$ cat src/rtl/axis_mem_writer.sv
`default_nettype none
// ============================================================================
// Module   : axis_mem_writer
// Purpose  : Loads the register-block parameter memory from a 32-bit
//            AXI-Stream. Each packet is a run of blocks, and each block is one
//            address word (the block index) followed by NREG register words.
//            Every register word is scattered into a 256-bit, byte-enabled
//            memory row: block b / register j lands in row {b[14:0], j[3]},
//            32-bit lane j[2:0].
//
// Parameters:
//   NB    - number of register blocks (1..32); higher block indices are
//           consumed but never written
//   NREG  - register words per block (1..16)
//
// Ports:
//   clk            in   1    rising-edge clock
//   rstn           in   1    asynchronous active-low reset
//   s_axis_tvalid  in   1    stream beat valid
//   s_axis_tready  out  1    stream ready (combinational from state, START_REG)
//   s_axis_tdata   in   32   address word or register word
//   s_axis_tlast   in   1    final beat of the load
//   mem_addr       out  16   memory row address
//   mem_din        out  256  write data (word replicated into all 8 lanes)
//   mem_we         out  32   byte write enables, lane k = bits [4k+3:4k]
//   START_REG      in   1    level arm/enable from the register map
//
// Revision : 1.0 - initial release
// ============================================================================
module axis_mem_writer #(
  parameter int NB   = 16,
  parameter int NREG = 12
) (
  input  logic         clk,
  input  logic         rstn,
  input  logic         s_axis_tvalid,
  output logic         s_axis_tready,
  input  logic [31:0]  s_axis_tdata,
  input  logic         s_axis_tlast,
  output logic [15:0]  mem_addr,
  output logic [255:0] mem_din,
  output logic [31:0]  mem_we,
  input  logic         START_REG
);

  // --------------------------------------------------------------------------
  // State encoding
  // --------------------------------------------------------------------------
  localparam logic [1:0] S_IDLE = 2'd0;
  localparam logic [1:0] S_ADDR = 2'd1;
  localparam logic [1:0] S_DATA = 2'd2;
  localparam logic [1:0] S_DONE = 2'd3;

  // Index of the final register word in a block.
  localparam logic [3:0]  C_J_LAST = 4'(NREG - 1);
  // Block count widened to the 16-bit comparison width used below.
  localparam logic [15:0] C_NB     = 16'(NB);

  // --------------------------------------------------------------------------
  // Registers
  // --------------------------------------------------------------------------
  logic [1:0]   state_q,    state_d;
  logic [14:0]  blk_q,      blk_d;
  logic [3:0]   j_q,        j_d;
  logic [15:0]  mem_addr_q, mem_addr_d;
  logic [255:0] mem_din_q,  mem_din_d;
  logic [31:0]  mem_we_q,   mem_we_d;

  // --------------------------------------------------------------------------
  // Combinational helpers
  // --------------------------------------------------------------------------
  logic        w_tready;
  logic        w_accept;
  logic        w_addr_beat;
  logic        w_data_beat;
  logic        w_blk_in_range;
  logic [15:0] w_row;
  logic [31:0] w_lane_we;

  // --------------------------------------------------------------------------
  // FSM: state register
  // --------------------------------------------------------------------------
  always_ff @(posedge clk or negedge rstn) begin
    if (!rstn) begin
      state_q <= S_IDLE;
    end else begin
      state_q <= state_d;
    end
  end

  // --------------------------------------------------------------------------
  // FSM: next-state logic
  // Dropping START_REG in ADDR/DATA aborts straight back to IDLE; tready is
  // already low in that cycle, so the beat on the bus is never consumed.
  // --------------------------------------------------------------------------
  always_comb begin
    state_d = state_q;
    case (state_q)
      S_IDLE: begin
        if (START_REG) begin
          state_d = S_ADDR;
        end
      end
      S_ADDR: begin
        if (!START_REG) begin
          state_d = S_IDLE;
        end else if (w_accept) begin
          state_d = s_axis_tlast ? S_DONE : S_DATA;
        end
      end
      S_DATA: begin
        if (!START_REG) begin
          state_d = S_IDLE;
        end else if (w_accept) begin
          if (s_axis_tlast) begin
            state_d = S_DONE;
          end else if (j_q == C_J_LAST) begin
            state_d = S_ADDR;
          end
        end
      end
      S_DONE: begin
        // Holding START_REG high keeps us here; a new load needs a fresh arm.
        if (!START_REG) begin
          state_d = S_IDLE;
        end
      end
      default: state_d = S_IDLE;
    endcase
  end

  // --------------------------------------------------------------------------
  // FSM: output logic
  // --------------------------------------------------------------------------
  always_comb begin
    w_tready    = START_REG && ((state_q == S_ADDR) || (state_q == S_DATA));
    w_accept    = w_tready && s_axis_tvalid;
    w_addr_beat = w_accept && (state_q == S_ADDR);
    w_data_beat = w_accept && (state_q == S_DATA);
  end

  assign s_axis_tready = w_tready;

  // --------------------------------------------------------------------------
  // Write address / lane decode for the current (blk, j)
  // --------------------------------------------------------------------------
  always_comb begin
    w_blk_in_range = ({1'b0, blk_q} < C_NB);
    w_row          = {blk_q, j_q[3]};
    w_lane_we      = 32'h0000_000F << {j_q[2:0], 2'b00};
  end

  // --------------------------------------------------------------------------
  // Datapath next-state
  // mem_we is a one-cycle pulse; address and data only move when a write is
  // actually issued so they hold their last values between writes.
  // --------------------------------------------------------------------------
  always_comb begin
    blk_d      = blk_q;
    j_d        = j_q;
    mem_addr_d = mem_addr_q;
    mem_din_d  = mem_din_q;
    mem_we_d   = '0;

    if (state_q == S_IDLE) begin
      j_d = '0;
    end

    if (w_addr_beat) begin
      blk_d = s_axis_tdata[14:0];
      j_d   = '0;
    end

    if (w_data_beat) begin
      // Wraps harmlessly at NREG=16: the FSM returns to ADDR, which reloads j.
      j_d = j_q + 4'd1;
      if (w_blk_in_range) begin
        mem_addr_d = w_row;
        mem_din_d  = {8{s_axis_tdata}};
        mem_we_d   = w_lane_we;
      end
    end
  end

  // --------------------------------------------------------------------------
  // Datapath registers
  // The asynchronous clear of mem_we guarantees no write escapes once rstn
  // falls, even if a beat was in flight.
  // --------------------------------------------------------------------------
  always_ff @(posedge clk or negedge rstn) begin
    if (!rstn) begin
      blk_q      <= '0;
      j_q        <= '0;
      mem_addr_q <= '0;
      mem_din_q  <= '0;
      mem_we_q   <= '0;
    end else begin
      blk_q      <= blk_d;
      j_q        <= j_d;
      mem_addr_q <= mem_addr_d;
      mem_din_q  <= mem_din_d;
      mem_we_q   <= mem_we_d;
    end
  end

  assign mem_addr = mem_addr_q;
  assign mem_din  = mem_din_q;
  assign mem_we   = mem_we_q;

endmodule
`default_nettype wire

$ cat config.mk
export PLATFORM = sky130hd
export DESIGN_NAME = axis_mem_writer
export DESIGN_NICKNAME = d
export VERILOG_FILES = /design/src/rtl/axis_mem_writer.sv
export SDC_FILE = /design/constraint.sdc
export NUM_CORES = 1
export LEC_CHECK = 0
export CAP_MARGIN = 20
export CORE_AREA = 2 2 132 134
export DETAILED_ROUTE_END_ITERATION = 10
export DIE_AREA = 0 0 134 136
export GPL_TIMING_DRIVEN = 0
export PLACE_DENSITY = 0.69
export SYNTH_ARGS = -nofsm -noshare
export SYNTH_HDL_FRONTEND = slang
export SYNTH_SLANG_ARGS = --single-unit
export TNS_END_PERCENT = 10
$ cat constraint.sdc
create_clock -name clk -period 2.1 [get_ports clk]
set_input_delay 0.42 -clock clk [delete_from_list [all_inputs] [get_ports clk]]
set_output_delay 0.42 -clock clk [all_outputs]
set_load 0.01 [all_outputs]
Word-level counts from Yosys, hierarchy flattened
Cells that the tools add are included.
Word-level totals
  register bits: 325
  latch bits: 0
  bits in writable memories: 0
  ROM bits: 0
  input bits: 37
  output and inout bits: 305
  logic and storage cells: 42
  memories: 0
Operators by class
  add/subtract/negate cells: 1
  multiply operators: 0
  divide/modulo/power cells: 0
  magnitude comparators: 1
  equal/unequal tests: 9
  shift-type cells: 1
  multiplexer cells: 15
  bitwise gates (word level): 0
  reduce and logical (&&, ||, !) cells: 9
Operators with widths (count)
  2-to-1 mux 32 bit: 2
  left shift 4 x 5 -> 32 bit (first input constant): 1
  2-to-1 mux 2 bit: 8
  < comparator 15 x 5 -> 1 bit (second input constant): 1
  2-to-1 mux 4 bit: 3
  case mux 2 bit (4 select lines): 1
  != test 3 bit (second input constant): 2
  AND reduction 5 bit: 1
  adder 4 x 1 -> 4 bit (second input constant): 1
  == test 2 bit (second input constant): 2
  == test 4 bit (second input constant): 1
  logical AND 1 bit: 4
  != test 2 bit (second input constant): 2
  != test 4 bit (second input constant): 1
  nonzero test 3 bit: 1
  == test 2 x 1 -> 1 bit (second input constant): 1
  zero test 2 bit: 1
  AND reduction 2 bit: 1
  logical OR 1 bit: 1
  2-to-1 mux 1 bit: 1

Depth between registers and ports, before layout
Gate-level depths: netlist of run 1.
  depth after elaboration: 7
  mapped depth: 8
  gate-level depth less buffers: 6

Worst setup path after synthesis of run 1
No wires, ideal clock.
  path type: register to register
  from: register state_q[0]
  to: register mem_din_q[223] (netlist: mem_din[223])
  library setup time: 125 ps
  data arrival time: 1756 ps
  required time: 1975 ps
  setup slack: 219 ps
  stages on the path, launching flop included: 9
  buffers on the path: 2
  period minus slack after synthesis: 1881 ps
  cell sequence: dfrtp_1 -> inv_1 -> ha_1 -> and3_2 -> and2_4 -> nand4_2 -> buf_6 -> buf_6 -> mux2_4
On the way
  word-level cells in the longest chain between the ends: 6
  elaborated cells on any way between the ends: 7
  those cells by class: 2 x eq/ne; 5 x reduce/logical
RTL lines
  start: declaration: RTL line 62  | logic [1:0] state_q, state_d;
  start signal: assignment: RTL line 87  | state_q <= state_d;
  == test 2 x 1 -> 1 bit or == test 2 bit (tied branches): RTL line 136, 139
  logical OR 1 bit: RTL line 136  | w_tready = START_REG && ((state_q == S_ADDR) || (state_q == S_DATA));
  logical AND 1 bit: RTL line 136
  logical AND 1 bit: RTL line 137  | w_accept = w_tready && s_axis_tvalid;
  logical AND 1 bit *: RTL line 139  | w_data_beat = w_accept && (state_q == S_DATA);
  AND reduction 2 bit (no source line) *
  end signal: assignment: RTL line 201  | mem_din_q <= mem_din_d;
  end: declaration: RTL line 66  | logic [255:0] mem_din_q, mem_din_d;
Mark *: on every way between the ends. The rest lies on a longest branch, timed or not.
A chain may end at the register's enable or synchronous reset.

==> results of run 1 <==
==> state kept, by name, summed over array words and instances, names as in the netlist <==
name / flops
mem_addr: 16
j_q: 4
mem_din: 32
blk_q: 15
mem_we: 8
state_q: 2
==> area by class of cell <==
| cell class | count | area, um2 |
|---|---|---|
| Sequential cell | 77 | 1930 |
| Clock buffer | 10 | 239 |
| Fill cell | 1538 | 7810 |
| Tap cell | 225 | 282 |
| Multi-Input combinational cell | 115 | 1130 |
| Clock inverter | 6 | 86.3 |
| Inverter | 5 | 18.8 |
| Timing Repair Buffer | 345 | 3460 |
| Buffer | 254 | 1920 |
==> worst reg2reg max path: stages, from the launching register on <==
cell and delay, ns:
dfrtp_1 0.37, inv_1 0.12, ha_4 0.29, and3_4 0.19, and2_4 0.18, nand4_4 0.10
buf_12 0.18, buf_8 0.15, mux2_4 0.30
==> Yosys cell counts, types with 3 or more instances <==
cell type,number
o21ai_0,4
and3_1,7
buf_2,3
ha_1,11
buf_4,248
mux2_4,9
dfrtp_1,77
and2_1,14
a21oi_1,3
inv_1,4
nand2_1,6
mux2_2,43
==> layer usage <==
| layer | track usage | share of wire |
|---|---|---|
| met1 | 0.147 | 0.37 |
| met2 | 0.243 | 0.52 |
| met3 | 0.0537 | 0.094 |
| met4 | 0.0219 | 0.0066 |
| met5 | 0 | 0 |
==> per-stage QoR <==
step	hold WS (ns)	setup WS [ns]
after floorplan	0.124	0.219
after global placement	0.468	-2.27
after detailed placement	0.429	-0.254
after CTS	0.0689	0.00181
after global routing	0.0828	0.00192
final	0.0495	0.0741
==> power by group <==
group / total (uW) / switching (uW) / internal [uW] / leakage, uW
clock network: 1670 / 600 / 1070 / 0.000158
registers: 1890 / 200 / 1690 / 0.00104
logic: 1780 / 608 / 1180 / 0.00318
total: 5340 / 1410 / 3930 / 0.00438
==> logic make-up after synthesis <==
kind of cell / count (synthesis) / share of synthesized area
AOI/OAI and AO/OA: 11 / 0.0139
xor gates and xnor gates: 1 / 0.00177
adders and majority gates: 11 / 0.0278
buffers and inverters: 259 / 0.389
DFF: 77 / 0.390
muxes: 54 / 0.129
and+or+nand+nor: 38 / 0.0488
==> how the worst max path moves through the flow <==
| stage | slack [ns] | cells after the start | endpoint | startpoint |
|---|---|---|---|---|
| 4_1_cts | 0.002 | 8 | mem_din[225] | state_q[0] |
| 3_5_place_dp | -0.25 | 5 | blk_q[9] | START_REG |
| 6_report | 0.07 | 2 | mem_din[36] | mem_din[228] |
| 2_1_floorplan | 0.22 | 8 | mem_din[223] | state_q[0] |
| 3_3_place_gp | -2.27 | 1 | mem_din[237] | rstn |
| 5_1_grt | 0.002 | 8 | mem_din[250] | state_q[0] |
==> timing repair <==
action | in CTS | in global routing
setup buffers | 0 | 3
resized for setup | 4 | 7
cloned | 0 | 0
endpoints found under the setup margin | 26 | 47
==> flow_metrics.tcl, run 1 <==
set metrics [dict create \
    r2r_start "state_q[1]" \
    path_class "reg2out" \
    dr_total_vias 3852 \
    first_global_vias 3476 \
    diodes 0 \
    async_reset_ff_frac 1.00 \
    place.gp.congestion 0.688 \
    numClockSinks 77 \
    synth_top_cell_by_area "dfrtp_1" \
    die_y_um 136 \
    dr.pass1.iters 4 \
    reg2reg_depth 8 \
    fmax_mhz 494 \
    wl_per_cell_um 12.6 \
    placed_area_um2 8660 \
    arrival_ns 1.61 \
    synth_nets 499 \
    die_area_um2 18200 \
    max-cap-violations 0 \
    ys_types 32 \
    hold_viol 0 \
    period_needed_ns 2.03 \
    cpMaxStageDelayCell "dfrtp_1" \
    worstHoldPathType "in2async" \
    final_net_count 855 \
    syn-mean-instance-area_um2 11.0 \
    postCtsHoldBufs 0 \
    netlist_top_cells_area "dfrtp_1, buf_4, mux2_2, ha_1, mux2_4" \
    synth_top_area_frac 0.390 \
    grt_pass1_wl_um 19100 \
    final_area_um2 9060 \
    worst_pin_slew_ns 0.527 \
    stdcell_count 1037 \
    cp_top_family "buffers and inverters" \
    drtIter0Drc 130 \
    critPathLaunchType "flop" \
    crit_required_ns 1.68 \
    finalSetupViolCount 0 \
    final_common_cell "clkdlybuf4s50_1" \
    end_kind "output port" \
    coreArea_um2 16900 \
    rrSetupSlack_ns 0.11 \
    grt_overflow 0 \
    worstPathMaxFanout 9 \
    drt-total-wl_um 13000 \
    max_stage_delay_ns 0.57 \
    worstPathCellList "buf_4 > clkdlybuf4s50_1" \
    cts_root_buf "clkbuf_16" \
    area_growth_pct 83.3 \
    start_util 0.293 \
    cts_buffer_depth 2 \
    cts_tree "yes" \
    htreeDepth 3 \
    ys_seq_elements 77 \
    dp.cells 1018 \
    synth_edf_count 0 \
    viasPerCell 3.71 \
    num_rows 48 \
    finalPower_uw 5340 \
    critPathBufInv 2 \
    drc 0 \
    finalMaxSlewViolations 0 \
    powerDensity_nw_per_um2 590 \
    power_leakage_uw 0.00438 \
    dp_hpwl_um 10500 \
    layout-drive-gt1-share 0.414 \
    setup_tns_ns 0 \
    reg2reg_to "mem_din[225]" \
    outcome "completed" \
    postLayoutCoreUtil 0.537 \
    grtUsageTotal 0.133 \
    synth_area_um2 4940 \
    final_cell_mix "clkdlybuf4s50_1, buf_4, dfrtp_1, mux2_2, and2_1" \
    cts_buffers 9 \
    irDropWorstVdd_v 0.000389 \
    clk_pin_slew_ns 0.06 \
    io_buffer_count 341 \
    synthCells 451 \
    ios 342 \
    final.period_utilization 0.965 \
    dieWidth_um 134 \
    ys_seq_area_frac 0.390 \
    maxSlewHeadroom 0.646 \
    ys_dominant_reg_cell "dfrtp_1" \
    clk_latency_ns 0.33 \
    antenna_left 0 \
    rsz0062_at_grt "false" \
    yosysWarnings 0 \
    skew_ns 0.00582 \
    grt_max_degree 44 \
    antenna_found_initial 0 \
]
(Power assumes the default switching activity.)
==> run 2, diff against run 1 <==
CAP_MARGIN = default   (was 20)
MAX_ROUTING_LAYER = met4   (was default)
==> run 2 against run 1 <==
  * Combinational power about the same
  * Critical endpoint unchanged
  * Utilization unchanged
  * Sequential cell count unchanged
  * Total power about the same
  * Critical path depth unchanged
  * First-iteration DRC count decreased by 12%
  * Via count about the same
  * Count of clock-buffer cells in the layout unchanged
==> flow_metrics.tcl, run 2 (synthesized netlist as in run 1, its figures left out) <==
set metrics [dict create \
    io_buffer_count 341 \
    final_common_cell "clkdlybuf4s50_1" \
    arrival_ns 1.61 \
    dieWidth_um 134 \
    skew_ns 0.00752 \
    clk_latency_ns 0.33 \
    dp_hpwl_um 10500 \
    fin_ws_ns 0.0716 \
    cts_buffers 9 \
    placed_area_um2 8660 \
    die_area_um2 18200 \
    grt_overflow 0 \
    num_rows 48 \
    largest_reg_flops 32 \
    coreArea_um2 16900 \
    numClockSinks 77 \
    final_net_count 855 \
    postLayoutCoreUtil 0.537 \
    drtIter0Drc 114 \
    start_util 0.293 \
    crit_required_ns 1.68 \
    area_growth_pct 83.3 \
    worst_pin_slew_ns 0.513 \
    first_global_vias 3472 \
    grt_pass1_wl_um 19000 \
    worstPathMaxFanout 9 \
    diodes 0 \
    finalSetupViolCount 0 \
    hold_viol 0 \
    irDropWorstVdd_v 0.000390 \
    grtUsageTotal 0.137 \
    whs_ns 0.0500 \
    cts_root_buf "clkbuf_16" \
    dr.pass1.iters 4 \
    end_kind "output port" \
    final_area_um2 9060 \
    die_y_um 136 \
    cts_buffer_depth 2 \
    powerDensity_nw_per_um2 590 \
    final_cell_mix "clkdlybuf4s50_1, buf_4, dfrtp_1, mux2_2, and2_1" \
    htreeDepth 3 \
    rsz0062_at_grt "false" \
    power_leakage_uw 0.00438 \
    outcome "completed" \
    rrSetupSlack_ns 0.11 \
    final.period_utilization 0.966 \
    layout-drive-gt1-share 0.414 \
    antenna_found_initial 0 \
    postCtsHoldBufs 0 \
    ios 342 \
    grt_max_degree 44 \
    finalMaxSlewViolations 0 \
    max-cap-violations 0 \
    period_needed_ns 2.03 \
    path_class "reg2out" \
    wl_per_cell_um 12.6 \
    dr_total_vias 3855 \
    drc 0 \
    fmax_mhz 493 \
    clk_pin_slew_ns 0.06 \
    drt-total-wl_um 13100 \
    viasPerCell 3.72 \
    cts_tree "yes" \
    worstHoldPathType "in2async" \
    place.gp.congestion 0.695 \
    antenna_left 0 \
    place_ws_ns -0.254 \
    maxSlewHeadroom 0.655 \
    critPathLaunchType "flop" \
]
[run 2: cell counts in the layout (fill, tap and decap cells not counted)]
No cell type changed its count.
[run 2: layout make-up]
type                       instances  area [um2]
buffer                           254        1920
clock buffer                      10         239
clock inverter                     6        86.3
fill                            1538        7810
inverter                           5        18.8
multi-input combinational        115        1130
sequential                        77        1930
tap                              225         282
timing repair buffer             345        3460
[run 2: through the flow]
| step | total power (uW) | std cells | TNS [ns] |
|---|---|---|---|
| after detailed placement | 3670 | 1018 | -9.61 |
| final | 5340 | 1037 | 0 |
| after global placement | 3640 | 1017 | -182.51 |
| after floorplan | 2800 | 451 | 0 |
| after CTS | 5380 | 1034 | 0 |
| after global routing | 5640 | 1037 | 0 |
[run 2: report_power, final]
| part | total (uW) | switching, uW | internal, uW |
|---|---|---|---|
| clock network | 1670 | 602 | 1070 |
| registers | 1890 | 200 | 1690 |
| logic | 1780 | 608 | 1180 |
| total | 5340 | 1410 | 3930 |
[run 2: worst paths after layout]
kind | startpoint | to | cells after the start
max reg2reg | state_q[1] | mem_din[225] | 8
min | rstn | mem_we[19] | 1
min reg2reg | mem_addr[10] | mem_addr[10] | 1
max | mem_din[228] | mem_din[36] | 2
min in group clk | mem_addr[10] | mem_addr[10] | 1
max in group asynchronous | rstn | blk_q[8] | 2
[run 2: per-layer routing]
metal	share of wire	GRT usage	wire, um
met5	0	-	0
met4	0.0081	0.0290	106
met3	0.080	0.0436	1040
met2	0.52	0.243	6850
met1	0.39	0.151	5070
[run 2: what timing repair did]
action	in CTS	in global routing
hold endpoints to repair	0	0
gates resized for setup	4	7
setup endpoints to repair	26	47
buffers inserted	0	3
[run 2: critical path: stages (launching register included)]
cell and delay [ns]:
dfrtp_1 0.57, buf_4 0.17, clkdlybuf4s50_1 0.54
